### config.mk
export PLATFORM = sky130hd
export DESIGN_NAME = branch_resolve_unit
export DESIGN_NICKNAME = d
export VERILOG_FILES = /design/src/rtl/branch_resolve_unit_pkg.sv /design/src/rtl/branch_resolve_unit_res_fifo.sv /design/src/rtl/branch_resolve_unit.sv
export SDC_FILE = /design/constraint.sdc
export NUM_CORES = 1
export LEC_CHECK = 0
export BUFFER_PORTS_ARGS = -buffer_cell sky130_fd_sc_hd__buf_2
export CELL_PAD_IN_SITES_DETAIL_PLACEMENT = 0
export CELL_PAD_IN_SITES_GLOBAL_PLACEMENT = 1
export CORE_MARGIN = 2
export CORE_UTILIZATION = 35
export CTS_BUF_LIST = sky130_fd_sc_hd__clkbuf_8
export DETAILED_ROUTE_END_ITERATION = 10
export PLACE_DENSITY_LB_ADDON = 0.1
export SETUP_SLACK_MARGIN = 0.1
export SLEW_MARGIN = 0
export SYNTH_ARGS = -nofsm -noshare
export SYNTH_HDL_FRONTEND = slang
export SYNTH_SLANG_ARGS = --single-unit
### constraint.sdc
create_clock -name clk_i -period 6.14 [get_ports clk_i]
set_input_delay 1.228 -clock clk_i [delete_from_list [all_inputs] [get_ports clk_i]]
set_output_delay 1.228 -clock clk_i [all_outputs]
set_load 0.1 [all_outputs]
### src/rtl/branch_resolve_unit_pkg.sv
// Shared types for the branch resolve unit: operation encoding, ROB index and
// the resolution record handed to the frontend.
package branch_resolve_unit_pkg;

   localparam int unsigned BU_XLEN      = 64;
   localparam int unsigned BU_RES_DEPTH = 4;
   localparam int unsigned ROB_IDX_W    = 4;

   typedef logic [ROB_IDX_W-1:0] rob_idx_t;

   typedef enum logic [3:0] {
      BU_BEQ  = 4'd0,
      BU_BNE  = 4'd1,
      BU_BLT  = 4'd2,
      BU_BGE  = 4'd3,
      BU_BLTU = 4'd4,
      BU_BGEU = 4'd5,
      BU_JAL  = 4'd6,
      BU_JALR = 4'd7
   } branch_ctl_t;

   typedef struct packed {
      logic [BU_XLEN-1:0] pc;
      logic [BU_XLEN-1:0] target;
      logic               taken;
      logic               mispredict;
   } resolution_t;

endpackage

### src/rtl/branch_resolve_unit_res_fifo.sv
// Circular resolution buffer: power-of-two depth, same-cycle push/pop allowed
// even when full, synchronous flush clears pointers and occupancy.
module branch_res_fifo #(
   parameter int unsigned DEPTH = 4,
   parameter int unsigned W     = 8
) (
   input  logic                         clk_i,
   input  logic                         rst_n_i,
   input  logic                         flush_i,
   input  logic                         push_i,
   input  logic [W-1:0]                 data_i,
   input  logic                         pop_i,
   output logic [W-1:0]                 data_o,
   output logic                         valid_o,
   output logic [$clog2(DEPTH+1)-1:0]   count_o
);

   localparam int unsigned PTR_W = $clog2(DEPTH);
   localparam int unsigned CNT_W = $clog2(DEPTH + 1);

   logic [W-1:0]     mem_r [DEPTH];
   logic [PTR_W-1:0] wr_ptr_r;
   logic [PTR_W-1:0] rd_ptr_r;
   logic [CNT_W-1:0] count_r;

   // Pointer and occupancy bookkeeping; pointers wrap naturally at DEPTH.
   always_ff @(posedge clk_i or negedge rst_n_i) begin
      if (!rst_n_i) begin
         wr_ptr_r <= '0;
         rd_ptr_r <= '0;
         count_r  <= '0;
      end else if (flush_i) begin
         wr_ptr_r <= '0;
         rd_ptr_r <= '0;
         count_r  <= '0;
      end else begin
         wr_ptr_r <= push_i ? wr_ptr_r + PTR_W'(1'b1) : wr_ptr_r;
         rd_ptr_r <= pop_i  ? rd_ptr_r + PTR_W'(1'b1) : rd_ptr_r;
         case ({push_i, pop_i})
            2'b10:   count_r <= count_r + CNT_W'(1'b1);
            2'b01:   count_r <= count_r - CNT_W'(1'b1);
            default: count_r <= count_r;
         endcase
      end
   end

   // Entry storage carries no reset; occupancy alone qualifies the head.
   always_ff @(posedge clk_i) begin
      if (push_i) begin
         mem_r[wr_ptr_r] <= data_i;
      end else begin
         mem_r[wr_ptr_r] <= mem_r[wr_ptr_r];
      end
   end

   assign data_o  = mem_r[rd_ptr_r];
   assign valid_o = (count_r != '0);
   assign count_o = count_r;

endmodule

### src/rtl/branch_resolve_unit.sv
// Branch execution unit: resolves branches/JAL/JALR, one-entry CDB output register
// and a resolution FIFO to the frontend. Macro LEN5_C_EN enables compressed-ISA links.
module branch_resolve_unit
   import branch_resolve_unit_pkg::*;
#(
   parameter int unsigned XLEN_P    = BU_XLEN,
   parameter int unsigned RES_DEPTH = BU_RES_DEPTH,
   parameter bit          RES_ALL   = 1'b0
) (
   input  logic              clk_i,
   input  logic              rst_n_i,
   input  logic              flush_i,
   input  logic              op_valid_i,
   output logic              op_ready_o,
   input  branch_ctl_t       op_type_i,
   input  logic [XLEN_P-1:0] op_rs1_i,
   input  logic [XLEN_P-1:0] op_rs2_i,
   input  logic [XLEN_P-1:0] op_imm_i,
   input  logic [XLEN_P-1:0] op_pc_i,
   input  logic [XLEN_P-1:0] op_pred_target_i,
   input  logic              op_pred_taken_i,
   input  logic              op_compr_i,
   input  rob_idx_t          op_rob_idx_i,
   output logic              cdb_valid_o,
   input  logic              cdb_ready_i,
   output rob_idx_t          cdb_rob_idx_o,
   output logic [XLEN_P-1:0] cdb_link_o,
   output logic              cdb_mis_o,
   output logic              cdb_except_o,
   output logic              fe_res_valid_o,
   input  logic              fe_ready_i,
   output resolution_t       fe_res_o,
   output logic              mis_pending_o
);

   localparam int unsigned CNT_W = $clog2(RES_DEPTH + 1);
   localparam int unsigned RES_W = $bits(resolution_t);

   logic              taken_s, type_ok_s, is_jalr_s, mis_s, except_s;
   logic [XLEN_P-1:0] sum_s, target_s, link_s;
   logic              hs_s, push_s, pop_s, fifo_valid_s;
   logic [CNT_W-1:0]  fifo_count_s, mis_cnt_r;
   logic [RES_W-1:0]  fifo_dout_s;
   resolution_t       res_in_s, res_out_s;
   logic              cdb_valid_r, cdb_mis_r, cdb_except_r;
   rob_idx_t          cdb_rob_idx_r;
   logic [XLEN_P-1:0] cdb_link_r;

   // Branch condition; unrecognised encodings resolve not-taken and never enqueue.
   always_comb begin
      taken_s   = 1'b0;
      type_ok_s = 1'b1;
      case (op_type_i)
         BU_BEQ:          taken_s = (op_rs1_i == op_rs2_i);
         BU_BNE:          taken_s = (op_rs1_i != op_rs2_i);
         BU_BLT:          taken_s = ($signed(op_rs1_i) <  $signed(op_rs2_i));
         BU_BGE:          taken_s = ($signed(op_rs1_i) >= $signed(op_rs2_i));
         BU_BLTU:         taken_s = (op_rs1_i <  op_rs2_i);
         BU_BGEU:         taken_s = (op_rs1_i >= op_rs2_i);
         BU_JAL, BU_JALR: taken_s = 1'b1;
         default:         type_ok_s = 1'b0;
      endcase
   end

   assign is_jalr_s = (op_type_i == BU_JALR);
   assign sum_s     = op_imm_i + (is_jalr_s ? op_rs1_i : op_pc_i);
   assign target_s  = {sum_s[XLEN_P-1:1], sum_s[0] & ~is_jalr_s};
   assign mis_s     = (op_pred_taken_i != taken_s) |
                      (op_pred_taken_i & (op_pred_target_i != target_s));

`ifdef LEN5_C_EN
   assign link_s   = op_pc_i + (op_compr_i ? XLEN_P'(3'd2) : XLEN_P'(3'd4));
   assign except_s = 1'b0;
`else
   logic unused_compr_s;
   assign unused_compr_s = op_compr_i;
   assign link_s   = op_pc_i + XLEN_P'(3'd4);
   assign except_s = taken_s & target_s[1];
`endif

   // Readiness is deliberately independent of the offered op so the RS sees no comb loop.
   assign op_ready_o = (~cdb_valid_r | cdb_ready_i) &
                       ((fifo_count_s < CNT_W'(RES_DEPTH)) | fe_ready_i);
   assign hs_s   = op_valid_i & op_ready_o;
   assign push_s = hs_s & type_ok_s & (RES_ALL | mis_s) & ~flush_i;
   assign pop_s  = fe_ready_i & fifo_valid_s & ~flush_i;

   // Pack the resolution record at the frontend's address width.
   always_comb begin
      res_in_s            = '0;
      res_in_s.pc         = BU_XLEN'(op_pc_i);
      res_in_s.target     = BU_XLEN'(target_s);
      res_in_s.taken      = taken_s;
      res_in_s.mispredict = mis_s;
   end

   // One-entry CDB register: holds under back-pressure, loads and drains in one cycle.
   always_ff @(posedge clk_i or negedge rst_n_i) begin
      if (!rst_n_i) begin
         cdb_valid_r   <= 1'b0;
         cdb_rob_idx_r <= '0;
         cdb_link_r    <= '0;
         cdb_mis_r     <= 1'b0;
         cdb_except_r  <= 1'b0;
      end else if (flush_i) begin
         cdb_valid_r   <= 1'b0;
      end else if (hs_s) begin
         cdb_valid_r   <= 1'b1;
         cdb_rob_idx_r <= op_rob_idx_i;
         cdb_link_r    <= link_s;
         cdb_mis_r     <= mis_s;
         cdb_except_r  <= except_s;
      end else if (cdb_ready_i) begin
         cdb_valid_r   <= 1'b0;
      end else begin
         cdb_valid_r   <= cdb_valid_r;
      end
   end

   branch_res_fifo #(
      .DEPTH (RES_DEPTH),
      .W     (RES_W)
   ) u_res_fifo (
      .clk_i   (clk_i),
      .rst_n_i (rst_n_i),
      .flush_i (flush_i),
      .push_i  (push_s),
      .data_i  (res_in_s),
      .pop_i   (pop_s),
      .data_o  (fifo_dout_s),
      .valid_o (fifo_valid_s),
      .count_o (fifo_count_s)
   );

   assign res_out_s = resolution_t'(fifo_dout_s);

   // Mispredicted entries currently queued; drives the issue stall.
   always_ff @(posedge clk_i or negedge rst_n_i) begin
      if (!rst_n_i) begin
         mis_cnt_r <= '0;
      end else if (flush_i) begin
         mis_cnt_r <= '0;
      end else begin
         case ({push_s & mis_s, pop_s & res_out_s.mispredict})
            2'b10:   mis_cnt_r <= mis_cnt_r + CNT_W'(1'b1);
            2'b01:   mis_cnt_r <= mis_cnt_r - CNT_W'(1'b1);
            default: mis_cnt_r <= mis_cnt_r;
         endcase
      end
   end

   assign cdb_valid_o    = cdb_valid_r;
   assign cdb_rob_idx_o  = cdb_rob_idx_r;
   assign cdb_link_o     = cdb_link_r;
   assign cdb_mis_o      = cdb_mis_r;
   assign cdb_except_o   = cdb_except_r;
   assign fe_res_valid_o = fifo_valid_s;
   assign fe_res_o       = res_out_s;
   assign mis_pending_o  = (mis_cnt_r != '0);

endmodule

==> metrics.yaml, run 1 <==
reg2reg_depth: 8
core.rowCount: 111
htree_levels: 3
wl_per_cell_um: 26.0
min_path_type: "in2async"
rsz0062_at_grt: "yes"
syn_area_per_cell_um2: 12.9
clock_sinks: 601
routed_via_density: 5.27
period_needed_ns: 6.22
overflow: 0
ir_drop_mv: 0.336
synthCells: 2514
violations: "negative setup slack"
path_clk_slew_ns: 0.06
numPortBuffers: 538
final_cell_mix: "buf_4, buf_2, edfxtp_1, nand2_1, inv_1"
powerDensity_nw_per_um2: 309
setup_viol: 4
clock_latency_ns: 0.75
reg2reg_slack_ns: 2.84
regToRegStartpoint: "cdb_valid_o$_DFFE_PN0P_"
max_stage_delay_ns: 0.59
dieArea_um2: 95100
cp-start-kind: "input pin"
grt_max_degree: 88
tritoncts: "built"
yosysWarningCount: 0
cp.required_ns: 6.78
ys_types: 96
post-route-period-util: 1.01
coreArea_um2: 91800
ys.flop_type: "edfxtp_1"
syn_nets: 2991
track_usage: 0.272
final_common_cell: "buf_4"
max_slew_margin: 0.415
initial_core_util: 0.353
max_freq_mhz: 161
antenna_found_initial: 19
drt_iter0_markers: 1740
setup_ws_ns: -0.0774
cts_made_buffers: 100
skew_ns: 0.0326
via_count: 26800
finalPower_mw: 14.0
regToRegEndpoint: "u_res_fifo.mem_r[1][113]$_DFFE_PP_"
synth_edf_count: 520
critPathKind: "in2reg"
cp_max_fo: 8
ys_seq_elements: 601
outcome: "finished with violations"
grt_pass1_wl_um: 186000
clock_path_buffers: 3
place_area_um2: 41800
cp-end-kind: "register"
grt_pass1_vias: 27200
nNetsFinal: 4241
stdcell_count: 5097
drt-pass1-iter-count: 5
max-cap-violations: 0
gp_congestion: 0.926
async_flop_share: 0.135
syn_area_um2: 32400
cp.arrival_ns: 6.85
worstPathCellList: "buf_2 -> nand4b_1 -> buf_6 -> buf_12 -> buf_6 -> mux2_2 -> ha_1 -> nand4_1 -> buf_4 -> nor2_1 -> a221o_1 -> a211oi_4 -> xnor3_1 -> or4_4 -> or4_4 -> nor4_4 -> nand4_4 -> a21oi_2 -> buf_4 -> and2_4 -> fa_2 -> nor2b_4 -> o211ai_1 -> nand4_1"
maxSlewViolCount: 0
remaining_drc_errors: 0
drt_wl_total_um: 132000
hold_viol_final: 0
synth_seq_area_share: 0.544
area_delta_synth_final_pct: 39.2
tightestPinTransition_ns: 0.870
design_area_um2: 45100
hpwl_um: 105000
chipHeight_um: 308
numPlacedInstances: 4864
final_layout_size_suffix_gt1_frac: 0.457
die_w_um: 308
drtAntennaViolNets: 0
io_pins: 540
cp_slowest_cell: "or4_4"
p_leak_nw: 18.3
cts-root-buf: "clkbuf_8"
-- registers in the layout, summed over array words and instances (netlist names) --
signal               flops
cdb_rob_idx_o            4
u_res_fifo.mem_r       520
u_res_fifo.count_o       3
mis_cnt_r                3
cdb_except_o             1
cdb_mis_o                1
u_res_fifo.wr_ptr_r      2
cdb_valid_o              1
cdb_link_o              64
u_res_fifo.rd_ptr_r      2
-- final cells by class --
cell class	count	area, um^2
Antenna cell	7	17.5
Sequential cell	601	17600
Timing Repair Buffer	1257	8670
Tap cell	1243	1560
Multi-Input combinational cell	1707	14900
Inverter	97	364
Clock inverter	73	423
Fill cell	8367	46700
Clock buffer	112	1540
-- worst max path at each step --
| stage | endpoint | start | slack [ns] | cells after the start |
|---|---|---|---|---|
| after floorplan | u_res_fifo.mem_r[0][0]$_DFFE_PP_ | op_type_i[3] | -0.44 | 19 |
| after global placement | mis_cnt_r[1]$_DFFE_PN0P_ | op_type_i[3] | -1.22 | 26 |
| after detailed placement | mis_cnt_r[1]$_DFFE_PN0P_ | op_type_i[3] | -1.23 | 26 |
| after CTS | mis_cnt_r[1]$_DFFE_PN0P_ | op_type_i[0] | 0.06 | 26 |
| after global routing | mis_cnt_r[1]$_DFFE_PN0P_ | op_type_i[3] | -0.17 | 26 |
| final | mis_cnt_r[1]$_DFFE_PN0P_ | op_type_i[0] | -0.08 | 24 |
-- worst max-delay path: cells and delay by family --
family	cells	cell delay [ns]
and+or+nand+nor	10	2.29
AOI/OAI and AO/OA	4	0.95
buffers and inverters	6	0.89
adders and majority gates	2	0.79
muxes	1	0.41
xor gates and xnor gates	1	0.26
-- power by group --
part | internal (mW) | switching, mW
logic | 1.67 | 3.98
clock network | 1.78 | 1.69
registers | 4.72 | 0.125
total | 8.17 | 5.79
-- stage by stage --
step                TNS, ns  utilization  hold slack, ns  worst slack [ns]
finish              -0.0806        0.492           0.466           -0.0774
global route         -25.43        0.492           0.472            -0.173
CTS                       0        0.482           0.431            0.0577
detailed placement  -522.35        0.455           0.461             -1.23
global placement    -505.72        0.455           0.455             -1.22
floorplan           -231.59            -           0.526            -0.443
-- layer usage --
metal	share of wire	track usage	wire [um]	vias up
met5	0.00058	0	77	-
met4	0.027	0.0758	3570	12
met3	0.060	0.0422	7900	177
met2	0.49	0.461	64700	845
met1	0.42	0.361	56100	13600
li1	-	-	-	12200
-- synthesized netlist by cell type (13+ instances only) --
master,count,area share
edfxtp_1,520,0.48
nand2_1,233,0.027
ha_1,138,0.053
mux4_2,130,0.090
a21oi_1,129,0.020
nor2_1,128,0.015
o21ai_0,113,0.017
inv_1,97,0.011
xnor2_1,92,0.025
dfrtp_1,81,0.062
xor2_1,74,0.020
clkbuf_1,65,0.0075
mux2_2,63,0.022
nand4_1,62,0.012
nand3_1,59,0.0091
nor3_1,39,0.0060
and3_1,29,0.0056
nor4_1,22,0.0042
buf_1,21,0.0024
nand2b_1,20,0.0039
a21o_1,19,0.0044
o21a_1,19,0.0044
o21ai_1,19,0.0029
or3_1,18,0.0035
a211oi_1,17,0.0039
and2_1,16,0.0031
o211ai_1,15,0.0035
buf_2,14,0.0022
a21boi_0,13,0.0030
-- cell families after synthesis --
logic type / count (synthesis) / synth area share
AND/OR/NAND/NOR: 698 / 0.107
buffers and inverters: 206 / 0.0265
adder cells (fa/ha/maj): 141 / 0.0551
flip-flops: 601 / 0.544
multiplexers: 201 / 0.115
XOR/XNOR: 179 / 0.0542
AO/OA/AOI/OAI: 488 / 0.0992
-- timing repair --
item | in CTS | in global routing
setup buffers | 8 | 29
hold endpoints to repair | 0 | 0
resized for setup | 79 | 121
pin swaps | 20 | 48
hold buffers | 0 | 0
gates cloned | 1 | 3
endpoints found under the setup margin | 523 | 523
No activity file was read; power rests on OpenSTA's default activity.
==> run 2: changes to the inputs <==
- CORE_ASPECT_RATIO: not set -> 1.2
==> metrics.yaml, run 2 (synthesized netlist as in run 1, its figures left out) <==
outcome: "finished with violations"
violations: "negative setup slack"
worstSetupStartpoint: "op_type_i[3]"
place_area_um2: 41700
drt-pass1-iter-count: 5
final_cell_mix: "buf_4, buf_2, edfxtp_1, nand2_1, inv_1"
cts-root-buf: "clkbuf_8"
area_delta_synth_final_pct: 43.7
hold_start: "cdb_link_o[9]$_DFFE_PN0P_"
highest_layer: "met5"
max_slew_margin: 0.332
nNetsFinal: 4292
min_path_type: "reg2reg"
drtAntennaViolNets: 0
setup_ws_ns: -0.123
utilization: 0.506
stdcell_count: 5147
hpwl_um: 107000
io_pins: 540
core.rowCount: 122
regMostFlops: "u_res_fifo.mem_r"
coreArea_um2: 92000
p_leak_nw: 18.9
wl_met2_um: 69800
cp.arrival_ns: 6.89
via_count: 27300
max_stage_delay_ns: 0.46
overflow: 0
hold_depth: 2
critPathKind: "in2reg"
ir_drop_mv: 0.306
path_clk_slew_ns: 0.07
track_usage: 0.279
dr_wl_met3_um: 7810
drt_iter0_markers: 1954
regToRegStartpoint: "u_res_fifo.rd_ptr_r[1]$_DFFE_PN0P_"
period_needed_ns: 6.26
reg2reg_depth: 8
numPortBuffers: 538
met1_length_um: 57300
final_common_cell: "buf_4"
initial_core_util: 0.352
gp_congestion: 0.936
skew_ns: 0.0355
clock_path_buffers: 3
tritoncts: "built"
design_area_um2: 46600
max-cap-violations: 0
routed_via_density: 5.31
cp-end-kind: "register"
hold_viol_final: 0
grt_pass1_vias: 27800
grt_pass1_wl_um: 190000
max_freq_mhz: 160
cts_made_buffers: 100
setup_tns_ns: -0.396
final_layout_size_suffix_gt1_frac: 0.473
crit_path_frequent_cell: "buf_4"
cp.required_ns: 6.76
wl_per_cell_um: 27.2
drt_wl_total_um: 140000
powerDensity_nw_per_um2: 306
tightestPinTransition_ns: 0.994
cp_slowest_cell: "a2111o_1"
clock_sinks: 601
place_ws_ns: -1.82
htree_levels: 3
numPlacedInstances: 4868
setup_viol: 20
antenna_found_initial: 20
ctsHoldBuffers: 0
grt_max_degree: 85
rsz0062_at_grt: "yes"
remaining_drc_errors: 0
dieArea_um2: 95100
clock_latency_ns: 0.73
cp_max_fo: 8
largest_reg_flops: 520
post-route-period-util: 1.02
cp-start-kind: "input pin"
die_w_um: 282
maxSlewViolCount: 0
chipHeight_um: 337
run 2: final timing paths:
check	end	slack (ns)
max	u_res_fifo.count_o[1]$_DFFE_PN0P_	-0.12
min	cdb_link_o[9]$_DFFE_PN0P_	0.47
max reg2reg	mis_cnt_r[2]$_DFFE_PN0P_	2.66
min reg2reg	cdb_link_o[9]$_DFFE_PN0P_	0.47
max in group asynchronous	cdb_link_o[5]$_DFFE_PN0P_	4.48
min in group asynchronous	cdb_link_o[53]$_DFFE_PN0P_	0.50
run 2: critical path: cells and delay by family:
kind / cells / cell delay, ns
and+or+nand+nor: 13 / 2.02
buffers and inverters: 10 / 1.56
AOI/OAI and AO/OA: 4 / 0.95
adders and majority gates: 2 / 0.74
muxes: 1 / 0.35
run 2: timing repair:
action | 4_1_cts | 5_1_grt
pin swaps | 76 | 41
gates resized for setup | 208 | 93
gates cloned | 3 | 35
buffers inserted | 34 | 14
setup endpoints to repair | 533 | 521
run 2: power breakdown:
part | switching [mW] | internal, mW
logic | 4.05 | 1.75
registers | 0.138 | 4.72
clock network | 1.69 | 1.93
total | 5.87 | 8.39
run 2: layout make-up:
type | instances | area (um^2)
inverter | 97 | 364
clock inverter | 75 | 522
sequential | 601 | 17600
timing repair buffer | 1308 | 9730
multi-input combinational | 1707 | 15200
tap | 1240 | 1550
antenna | 8 | 20.0
fill | 8381 | 45400
clock buffer | 111 | 1530
run 2: per-layer routing:
layer  vias to the layer above  track usage
met2                       905        0.482
met4                        18       0.0935
met1                     13800        0.356
li1                      12400            -
met3                       205       0.0419
met5                         -            0
run 2: metrics by stage:
step / hold slack (ns) / power, mW
floorplan: 0.526 / 8.55
global placement: 0.444 / 10.4
detailed placement: 0.463 / 10.5
CTS: 0.454 / 14.3
global route: 0.501 / 14.8
finish: 0.471 / 14.3
